===== config.mk =====
export PLATFORM = sky130hd
export DESIGN_NAME = mem_arbiter_flat
export DESIGN_NICKNAME = d
export VERILOG_FILES = /design/src/rtl/mem_arbiter_pkg.sv /design/src/rtl/mem_arbiter_if.sv /design/src/rtl/arb_latency_timer.sv /design/src/rtl/mem_arbiter.sv /design/src/flat_wrapper.sv
export SDC_FILE = /design/constraint.sdc
export NUM_CORES = 1
export LEC_CHECK = 0
export ABC_CLOCK_PERIOD_IN_PS = 7170
export CORE_AREA = 2 2 157 159
export DETAILED_ROUTE_END_ITERATION = 12
export DIE_AREA = 0 0 159 161
export GPL_TIMING_DRIVEN = 0
export PLACE_DENSITY = 0.85
export SLEW_MARGIN = 5
export SYNTH_ARGS = -nofsm -noshare
export SYNTH_HDL_FRONTEND = slang
export SYNTH_HIERARCHICAL = 1
export SYNTH_SLANG_ARGS = --single-unit

===== constraint.sdc =====
create_clock -name clk -period 7.17 [get_ports clk]
set_input_delay 1.434 -clock clk [delete_from_list [all_inputs] [get_ports clk]]
set_output_delay 1.434 -clock clk [all_outputs]
set_load 0.02 [all_outputs]

===== src/rtl/mem_arbiter_pkg.sv =====
// Shared widths, state encoding and address helper for the memory arbiter.
package mem_arbiter_pkg;

    localparam int unsigned WORD_SIZE  = 16;
    localparam int unsigned LINE_WORDS = 4;
    localparam int unsigned LINE_W     = WORD_SIZE * LINE_WORDS;
    localparam int unsigned CNT_W      = 16;
    localparam int unsigned TIMER_W    = 16;

    typedef logic [WORD_SIZE-1:0] word_t;
    typedef logic [LINE_W-1:0]    line_t;
    typedef logic [CNT_W-1:0]     cnt_t;

    typedef enum logic [2:0] {
        StIdle  = 3'd0,
        StBusyI = 3'd1,
        StBusyD = 3'd2,
        StDoneI = 3'd3,
        StDoneD = 3'd4
    } arb_state_e;

    // Clears the word-offset bits so the memory sees a line address.
    function automatic word_t line_align(word_t a);
        return a & ~word_t'(LINE_WORDS - 1);
    endfunction

endpackage


===== src/rtl/mem_arbiter_if.sv =====
// Cache request/response and main-memory command signals of the arbiter.
interface mem_arbiter_if;
    import mem_arbiter_pkg::*;

    logic  i_req;
    word_t i_addr;
    logic  i_ready;
    line_t i_rdata;
    logic  d_req;
    logic  d_we;
    word_t d_addr;
    line_t d_wdata;
    logic  d_ready;
    line_t d_rdata;
    logic  mem_read;
    logic  mem_write;
    word_t mem_addr;
    line_t mem_wdata;
    line_t mem_rdata;
    logic  busy;
    cnt_t  rd_count;
    cnt_t  wr_count;

    // Environment view: both caches plus the memory model.
    modport master (
        output i_req, i_addr, d_req, d_we, d_addr, d_wdata, mem_rdata,
        input  i_ready, i_rdata, d_ready, d_rdata, mem_read, mem_write, mem_addr,
               mem_wdata, busy, rd_count, wr_count
    );

    modport slave (
        input  i_req, i_addr, d_req, d_we, d_addr, d_wdata, mem_rdata,
        output i_ready, i_rdata, d_ready, d_rdata, mem_read, mem_write, mem_addr,
               mem_wdata, busy, rd_count, wr_count
    );

endinterface


===== src/rtl/arb_latency_timer.sv =====
// Loadable down-counter that flags when the memory latency window has elapsed.
module arb_latency_timer #(
    parameter int unsigned Width = 16
) (
    input  logic             clk_i,
    input  logic             rst_ni,
    input  logic             load_i,
    input  logic [Width-1:0] load_val_i,
    input  logic             en_i,
    output logic             zero_o
);

    logic [Width-1:0] count_q, count_d;

    always_comb begin
        count_d = count_q;
        if (load_i) begin
            count_d = load_val_i;
        end else if (en_i && (count_q != '0)) begin
            count_d = count_q - 1'b1;
        end
    end

    always_ff @(posedge clk_i or negedge rst_ni) begin
        if (!rst_ni) begin
            count_q <= '0;
        end else begin
            count_q <= count_d;
        end
    end

    assign zero_o = (count_q == '0);

endmodule


===== src/rtl/mem_arbiter.sv =====
// Shares one main-memory port between I-cache and D-cache line transfers.
// One transaction at a time, D side wins ties, saturating access counters.
module mem_arbiter
    import mem_arbiter_pkg::*;
#(
    parameter int unsigned MEM_LATENCY = 4,
    parameter int unsigned COUNT_MAX   = 16'hFFFF
) (
    input  logic         clk,
    input  logic         reset_n,
    mem_arbiter_if.slave bus
);

    localparam cnt_t               CntMax  = cnt_t'(COUNT_MAX);
    localparam logic [TIMER_W-1:0] LoadVal = TIMER_W'(MEM_LATENCY - 1);

    arb_state_e state_q, state_d;
    word_t      addr_q, addr_d;
    logic       we_q, we_d;
    line_t      wdata_q, wdata_d;
    line_t      i_rdata_q, i_rdata_d;
    line_t      d_rdata_q, d_rdata_d;
    cnt_t       rd_count_q, rd_count_d;
    cnt_t       wr_count_q, wr_count_d;
    logic       grant_i, grant_d;
    logic       in_busy, t_zero, finish;

    arb_latency_timer #(
        .Width(TIMER_W)
    ) u_timer (
        .clk_i     (clk),
        .rst_ni    (reset_n),
        .load_i    (grant_i | grant_d),
        .load_val_i(LoadVal),
        .en_i      (in_busy),
        .zero_o    (t_zero)
    );

    assign in_busy = (state_q == StBusyI) || (state_q == StBusyD);
    assign finish  = in_busy && t_zero;

    // From DONE only the other side may be granted, so a requester that keeps
    // req high cannot starve its peer.
    always_comb begin
        state_d = state_q;
        grant_i = 1'b0;
        grant_d = 1'b0;
        unique case (state_q)
            StIdle: begin
                if (bus.d_req) grant_d = 1'b1;
                else if (bus.i_req) grant_i = 1'b1;
            end
            StBusyI: if (t_zero) state_d = StDoneI;
            StBusyD: if (t_zero) state_d = StDoneD;
            StDoneI: if (bus.d_req) grant_d = 1'b1; else state_d = StIdle;
            StDoneD: if (bus.i_req) grant_i = 1'b1; else state_d = StIdle;
            default: state_d = StIdle;
        endcase
        if (grant_d) state_d = StBusyD;
        else if (grant_i) state_d = StBusyI;
    end

    always_comb begin
        addr_d     = addr_q;
        we_d       = we_q;
        wdata_d    = wdata_q;
        i_rdata_d  = i_rdata_q;
        d_rdata_d  = d_rdata_q;
        rd_count_d = rd_count_q;
        wr_count_d = wr_count_q;
        if (grant_d) begin
            addr_d  = line_align(bus.d_addr);
            we_d    = bus.d_we;
            wdata_d = bus.d_wdata;
        end else if (grant_i) begin
            addr_d = line_align(bus.i_addr);
            we_d   = 1'b0;
        end
        if (finish) begin
            if (we_q) begin
                if (wr_count_q != CntMax) wr_count_d = wr_count_q + 1'b1;
            end else begin
                if (rd_count_q != CntMax) rd_count_d = rd_count_q + 1'b1;
                if (state_q == StBusyI) i_rdata_d = bus.mem_rdata;
                else d_rdata_d = bus.mem_rdata;
            end
        end
    end

    always_ff @(posedge clk or negedge reset_n) begin
        if (!reset_n) begin
            state_q    <= StIdle;
            addr_q     <= '0;
            we_q       <= 1'b0;
            wdata_q    <= '0;
            i_rdata_q  <= '0;
            d_rdata_q  <= '0;
            rd_count_q <= '0;
            wr_count_q <= '0;
        end else begin
            state_q    <= state_d;
            addr_q     <= addr_d;
            we_q       <= we_d;
            wdata_q    <= wdata_d;
            i_rdata_q  <= i_rdata_d;
            d_rdata_q  <= d_rdata_d;
            rd_count_q <= rd_count_d;
            wr_count_q <= wr_count_d;
        end
    end

    assign bus.mem_read  = in_busy && !we_q;
    assign bus.mem_write = in_busy && we_q;
    assign bus.mem_addr  = in_busy ? addr_q : '0;
    assign bus.mem_wdata = (in_busy && we_q) ? wdata_q : '0;
    assign bus.i_ready   = (state_q == StDoneI);
    assign bus.d_ready   = (state_q == StDoneD);
    assign bus.i_rdata   = i_rdata_q;
    assign bus.d_rdata   = d_rdata_q;
    assign bus.busy      = (state_q != StIdle);
    assign bus.rd_count  = rd_count_q;
    assign bus.wr_count  = wr_count_q;

endmodule

===== src/flat_wrapper.sv =====
// flat-port wrapper written by rule: the top's interface ports become plain ports
module mem_arbiter_flat import mem_arbiter_pkg::*;
#(
    parameter int unsigned MEM_LATENCY = 4,
    parameter int unsigned COUNT_MAX   = 16'hFFFF
)
  (clk, reset_n, bus_i_req, bus_i_addr, bus_d_req, bus_d_we, bus_d_addr, bus_d_wdata, bus_mem_rdata, bus_i_ready, bus_i_rdata, bus_d_ready, bus_d_rdata, bus_mem_read, bus_mem_write, bus_mem_addr, bus_mem_wdata, bus_busy, bus_rd_count, bus_wr_count);
  mem_arbiter_if bus_i ();
  input  logic clk;
  input  logic reset_n;
  input wire logic [$bits(bus_i.i_req)-1:0] bus_i_req;
  input wire logic [$bits(bus_i.i_addr)-1:0] bus_i_addr;
  input wire logic [$bits(bus_i.d_req)-1:0] bus_d_req;
  input wire logic [$bits(bus_i.d_we)-1:0] bus_d_we;
  input wire logic [$bits(bus_i.d_addr)-1:0] bus_d_addr;
  input wire logic [$bits(bus_i.d_wdata)-1:0] bus_d_wdata;
  input wire logic [$bits(bus_i.mem_rdata)-1:0] bus_mem_rdata;
  output wire logic [$bits(bus_i.i_ready)-1:0] bus_i_ready;
  output wire logic [$bits(bus_i.i_rdata)-1:0] bus_i_rdata;
  output wire logic [$bits(bus_i.d_ready)-1:0] bus_d_ready;
  output wire logic [$bits(bus_i.d_rdata)-1:0] bus_d_rdata;
  output wire logic [$bits(bus_i.mem_read)-1:0] bus_mem_read;
  output wire logic [$bits(bus_i.mem_write)-1:0] bus_mem_write;
  output wire logic [$bits(bus_i.mem_addr)-1:0] bus_mem_addr;
  output wire logic [$bits(bus_i.mem_wdata)-1:0] bus_mem_wdata;
  output wire logic [$bits(bus_i.busy)-1:0] bus_busy;
  output wire logic [$bits(bus_i.rd_count)-1:0] bus_rd_count;
  output wire logic [$bits(bus_i.wr_count)-1:0] bus_wr_count;
  assign bus_i.i_req = bus_i_req;
  assign bus_i.i_addr = bus_i_addr;
  assign bus_i.d_req = bus_d_req;
  assign bus_i.d_we = bus_d_we;
  assign bus_i.d_addr = bus_d_addr;
  assign bus_i.d_wdata = bus_d_wdata;
  assign bus_i.mem_rdata = bus_mem_rdata;
  assign bus_i_ready = bus_i.i_ready;
  assign bus_i_rdata = bus_i.i_rdata;
  assign bus_d_ready = bus_i.d_ready;
  assign bus_d_rdata = bus_i.d_rdata;
  assign bus_mem_read = bus_i.mem_read;
  assign bus_mem_write = bus_i.mem_write;
  assign bus_mem_addr = bus_i.mem_addr;
  assign bus_mem_wdata = bus_i.mem_wdata;
  assign bus_busy = bus_i.busy;
  assign bus_rd_count = bus_i.rd_count;
  assign bus_wr_count = bus_i.wr_count;
  mem_arbiter #(.MEM_LATENCY(MEM_LATENCY), .COUNT_MAX(COUNT_MAX)) u_core (.clk(clk), .reset_n(reset_n), .bus(bus_i));
endmodule

==> Yosys cells after proc, flatten, opt, wreduce, memory -nomap -nowiden <==
Index checks and enable logic that the tools add are counted.
{ "word_totals": {"reg_bits": 260, "in_bits": 165, "out_inout_bits": 245, "word_cells": 64} }
{ "op_classes": {"addsub": 3, "eq_ne": 11, "n_mux": 20, "n_bitwise": 3, "n_reduce_logical": 18} }
{ "ops": {"columns": ["operator", "n"], "rows": [
  ["16-bit 2-to-1 mux", 5],
  ["64-bit 2-to-1 mux", 1],
  ["16-bit by 1-bit adder with 16-bit output (second input constant)", 2],
  ["16-bit != test (second input constant)", 2],
  ["3-bit 2-to-1 mux", 6],
  ["16-bit zero test", 1],
  ["16-bit nonzero test", 1],
  ["16-bit by 1-bit subtractor with 16-bit output (second input constant)", 1],
  ["3-bit case mux with 5 select lines", 1],
  ["3-bit AND reduction", 4],
  ["4-bit by 1-bit != test with 1-bit output (second input constant)", 2],
  ["4-bit by 2-bit != test with 1-bit output (second input constant)", 2],
  ["3-bit by 2-bit equality test with 1-bit output (second input constant)", 2],
  ["1-bit 2-to-1 mux", 6],
  ["5-bit AND reduction", 1],
  ["1-bit logical AND", 4],
  ["2-bit nonzero test", 2],
  ["3-bit by 1-bit equality test with 1-bit output (second input constant)", 1],
  ["3-bit equality test (second input constant)", 1],
  ["3-bit zero test", 1],
  ["3-bit by 1-bit != test with 1-bit output (second input constant)", 1],
  ["3-bit nonzero test", 1],
  ["1-bit NOT", 2],
  ["1-bit case mux with 2 select lines", 1],
  ["other kinds (4)", 4]
]} }

==> Logic depth before layout (Yosys ltp) <==
{ "logic_depth": {"word_depth": 5, "depth_mapped": 11, "ltp_nobuf": 9} }

==> Cells and area by module <==
The synthesis kept the hierarchy.
{ "by_module_without_submodules": {"columns": ["module", "n_inst", "cells_each", "area_per_inst_um2", "seq_area_each_um2"], "rows": [
  ["mem_arbiter", 1, 889, 10522.6, 6055.8],
  ["arb_latency_timer", 1, 124, 1063.5, 400.4]
]} }

==> Worst setup path after synthesis <==
No wires, ideal clock.
{ "synth_path": {"path_type": "input to register", "from": "input bus_d_req", "to": "register u_core.u_timer.count_q[12]", "setup_ns": 0.082, "arrival_ns": 3.010, "required_time_ns": 7.088, "path_slack_ns": 4.078, "path_stages": 9, "path_buffers": 4, "path_cell_list": "o21ai_1 clkbuf_1 clkbuf_1 nand2_1 clkbuf_1 inv_1 clkbuf_1 nor2_1 a31oi_1"} }
{ "synth_via": {"elab_chain_len": 4, "word_cells_on_any_way": 7, "cone_classes": "5 x mux; 1 x bitwise; 1 x reduce/logical"} }
{ "synth_lines": {"columns": ["item", "line", "source"], "rows": [
  ["start: declaration", "flat_wrapper.sv:13", "input wire logic [$bits(bus_i.d_req)-1:0] bus_d_req;"],
  ["1-bit 2-to-1 mux, on equally long branches", "mem_arbiter.sv:50, mem_arbiter.sv:55", null],
  ["1-bit case mux with 2 select lines or 1-bit 2-to-1 mux (tied branches)", null, null],
  ["1-bit bitwise OR (*)", "mem_arbiter.sv:33", ".load_i (grant_i | grant_d),"],
  ["16-bit 2-to-1 mux or 2-bit nonzero test (tied branches)", null, null],
  ["end signal: assignment", "arb_latency_timer.sv:28", "count_q <= count_d;"],
  ["end: declaration", "arb_latency_timer.sv:13", "logic [Width-1:0] count_q, count_d;"]
]} }
Every way passes the cells marked *; elsewhere a longest branch is shown, timed or not.
A chain may end at the register's enable or synchronous reset.

==> Final worst setup path <==
{ "layout_path": {"from": "register u_core.state_q[0]", "to": "output bus_mem_addr[9]"} }
{ "layout_via": {"elab_chain_len": 3, "word_cells_on_any_way": 4, "cone_classes": "2 x eq/ne; 1 x mux; 1 x reduce/logical"} }
{ "layout_lines": {"columns": ["item", "line", "source"], "rows": [
  ["start: declaration", "mem_arbiter.sv:17", "arb_state_e state_q, state_d;"],
  ["start signal: assignment", "mem_arbiter.sv:92", "state_q <= StIdle;"],
  ["start signal: assignment", "mem_arbiter.sv:101", "state_q <= state_d;"],
  ["3-bit by 1-bit equality test with 1-bit output or 3-bit by 2-bit equality test with 1-bit output (tied branches)", "mem_arbiter.sv:39", "assign in_busy = (state_q == StBusyI) || (state_q == StBusyD);"],
  ["1-bit logical OR (*)", "mem_arbiter.sv:39", null],
  ["net u_core.in_busy", "mem_arbiter.sv:26", "logic in_busy, t_zero, finish;"],
  ["16-bit 2-to-1 mux (*)", "mem_arbiter.sv:114", "assign bus.mem_addr = in_busy ? addr_q : '0;"],
  ["end: declaration", "flat_wrapper.sv:24", "output wire logic [$bits(bus_i.mem_addr)-1:0] bus_mem_addr;"]
]} }
Mark *: on every way through the listed nets, which the timed path passes. The rest lies on a longest branch.

==> impl_metrics.py <==
metrics = {
    "setup_path": {
        "r2r-end": "u_core/u_timer/count_q[12]",
        "cp-end-kind": "output port",
        "path_class": "reg2out",
        "cp_max_fo": 14,
        "rr_worst_depth": 11,
        "r2r-start": "u_core/state_q[2]",
        "arrival_ps": 3350,
        "critPathLaunchType": "flop",
        "cp.required_ps": 5740,
        "r2r_slack_ps": 3420,
    },
    "finish": {
        "num-fill-cells": 1690,
        "layout_common_cells": "402 x clkdlybuf4s50_1, 258 x dfrtp_1, 240 x nand2_1, 73 x mux2_2, 69 x and3_1",
        "regArea_um2": 6460,
        "final_nets": 1632,
        "area_growth_pct": 47.6,
        "fin_area_um2": 17100,
        "mostFrequentLayoutCell": "clkdlybuf4s50_1",
        "drive_above_1_share_pct": 14.2,
        "multi_input_area_um2": 4730,
    },
    "clock_network": {
        "cts_buffer_depth": 3,
        "cts_tree": "yes",
        "cts_resized": 0,
        "cts_hold_buf": 0,
        "path_clk_slew_ps": 60,
        "cts_root_buf": "clkbuf_16",
        "clock_sinks": 258,
        "cts_setup_buffers": 0,
        "numCtsBuffers": 28,
        "ctsHtreeMaxLevel": 1,
        "clk_latency_ps": 540,
    },
    "logic_synthesis": {
        "synth_edf_count": 0,
        "synth_top_area_share_pct": 55.7,
        "ys_async_sr_fraction_pct": 100,
        "synth.yosys.seq_area_share_pct": 55.7,
        "syn_avg_cell_area_um2": 11.4,
        "ys_types": 58,
        "ys.flop_type": "dfrtp_1",
        "synth_top_area_cell": "dfrtp_1",
        "syn_area_um2": 11600,
        "synth_area_leaders": "dfrtp_1 56%, mux2_4 7.8%, nand2_1 7.8%",
        "synth-seq-cells": 258,
        "yosysWarnings": 6,
        "syn-instance-count": 1013,
    },
    "place": {
        "gp_congestion": 0.895,
        "dp_hpwl_mm": 26.8,
        "port_buffers": 403,
        "place_ws_ps": 2440,
        "place_area_um2": 16100,
    },
    "pwr": {
        "leakage_uw": 0.00796,
        "power_uw": 4790,
        "p_per_area_nw_per_um2": 280,
        "ir_worst_vdd_v": 0.000224,
    },
    "drt": {
        "drc": 0,
        "dr_total_vias": 9616,
        "drt_wl_total_mm": 36.2,
        "wire_per_inst_um": 20.0,
        "ant_nets": 0,
        "initialDrtViolationCount": 557,
        "firstDrtPassIters": 5,
        "viasPerCell": 5.32,
    },
    "global_routing": {
        "grt_antenna_before_repair": 2,
        "grt_pass1_vias": 9918,
        "grt_max_degree": 100,
        "grt_pass1_wl_mm": 55.5,
        "grt_usage_pct": 27.4,
        "gr-total-overflow": 0,
    },
    "sta": {
        "hold_ws_ps": 470,
        "hold_violations": 0,
        "slew_headroom_pct": 52.2,
        "final.setup.tns_ps": 0,
        "tightest_slew_ps": 715,
        "timing.final.max_slew_violations": 0,
        "fin_skew_ps": 11.4,
        "setup_ws_ps": 2390,
        "fmax_ghz": 0.209,
        "setup_violations": 0,
        "finalCriticalPeriod_ps": 4780,
        "fin_crit_sh_pct": 66.7,
        "rsz0062_at_grt": "false",
    },
    "floorplanning": {
        "rows": 57,
        "start_util_pct": 48.4,
        "die_x_um": 159,
        "die_area_um2": 25600,
        "die_h_um": 161,
        "ios": 410,
        "coreArea_um2": 24000,
    },
    "worst_hold_path": {
        "hp-start": "u_core/wdata_q[49]",
        "holdPathStages": 2,
        "min_to": "u_core/wdata_q[49]",
        "hold_class": "reg2reg",
    },
    "flow_run": {
        "cap_violations": 0,
    },
    "status": {
        "status": "finished, final reports clean",
    },
}
==> cell families (layout without fill, tap and decap cells) <==
group,count (synthesis),count (layout),synth area share [%]
other,2,19,0.0648
flip-flops,258,258,55.7
adder cells (fa/ha/maj),3,3,0.324
AND/OR/NAND/NOR,460,460,19.3
multiplexers,136,136,15.1
buffers and inverters,69,524,3.94
AO/OA/AOI/OAI,59,59,3.37
XOR/XNOR,26,26,2.13
==> state kept, by name, summed over array words and instances, names as in the netlist <==
| name | flops |
|---|---|
| u_core/bus.rd_count | 16 |
| u_core/wdata_q | 64 |
| u_core/bus.wr_count | 16 |
| u_core/addr_q | 14 |
| u_core/u_timer/count_q | 16 |
| u_core/we_q | 1 |
| u_core/state_q | 3 |
| u_core/bus.d_rdata | 64 |
| u_core/bus.i_rdata | 64 |
==> synthesized netlist by cell type, types with 11 or more instances <==
cell and number:
dfrtp_1 258, nand2_1 240, mux2_2 73, and3_1 69
mux2_4 60, clkbuf_1 40, nor2_1 30, nand3_1 20
and2_1 19, xor2_1 18, a31oi_1 16, nand4_1 15
nor3_1 13, nor4_1 13, a21oi_1 11
==> through the flow <==
stage	instances	util, %
after floorplan	1029	-
after global placement	1756	67.1
after detailed placement	1758	67.4
after CTS	1808	71.4
after global routing	1809	71.4
final	1809	71.4
==> power by group <==
group | leakage, uW | internal [uW] | switching, uW
Sequential | 0.00314 | 1750 | 190
Combinational | 0.00435 | 657 | 714
Clock | 0.000474 | 907 | 579
==> worst max-delay path by stage <==
stage                            from                         end  slack [ps]  cells past startpoint
global route        u_core/state_q[0]             bus_mem_addr[9]        2210                      6
finish              u_core/state_q[0]             bus_mem_addr[9]        2390                      6
CTS                 u_core/state_q[0]             bus_mem_addr[9]        2310                      6
floorplan                   bus_d_req  u_core/u_timer/count_q[12]        4080                      9
global placement              reset_n       u_core/bus.i_rdata[3]       -6220                      1
detailed placement          bus_d_req  u_core/u_timer/count_q[12]        2440                     10
==> routing by layer <==
layer,up-vias,track usage [%],share of wire (%)
met5,-,0,0
met4,0,11.5,4.6
met3,96,6.45,7.8
met2,481,49.2,51
met1,4670,31.7,37
li1,4369,-,-
==> area by class of cell <==
| class | instances | area share (%) |
|---|---|---|
| Inverter | 7 | 0.154 |
| Timing Repair Buffer | 405 | 23.9 |
| Multi-Input combinational cell | 702 | 27.7 |
| Sequential cell | 258 | 37.7 |
| Clock buffer | 41 | 4.86 |
| Clock inverter | 9 | 0.746 |
| Tap cell | 324 | 2.37 |
| Buffer | 62 | 2.52 |
| Antenna cell | 1 | 0.0146 |
==> worst max-delay path, cell delays in order, from the launching register on <==
cell             delay [ps]
dfrtp_1                 370
buf_6                   140
xnor2_4                 180
nor2_1                  570
clkbuf_1                580
and2_1                  280
clkdlybuf4s50_1         690
Power figures use the tool's default switching activity.
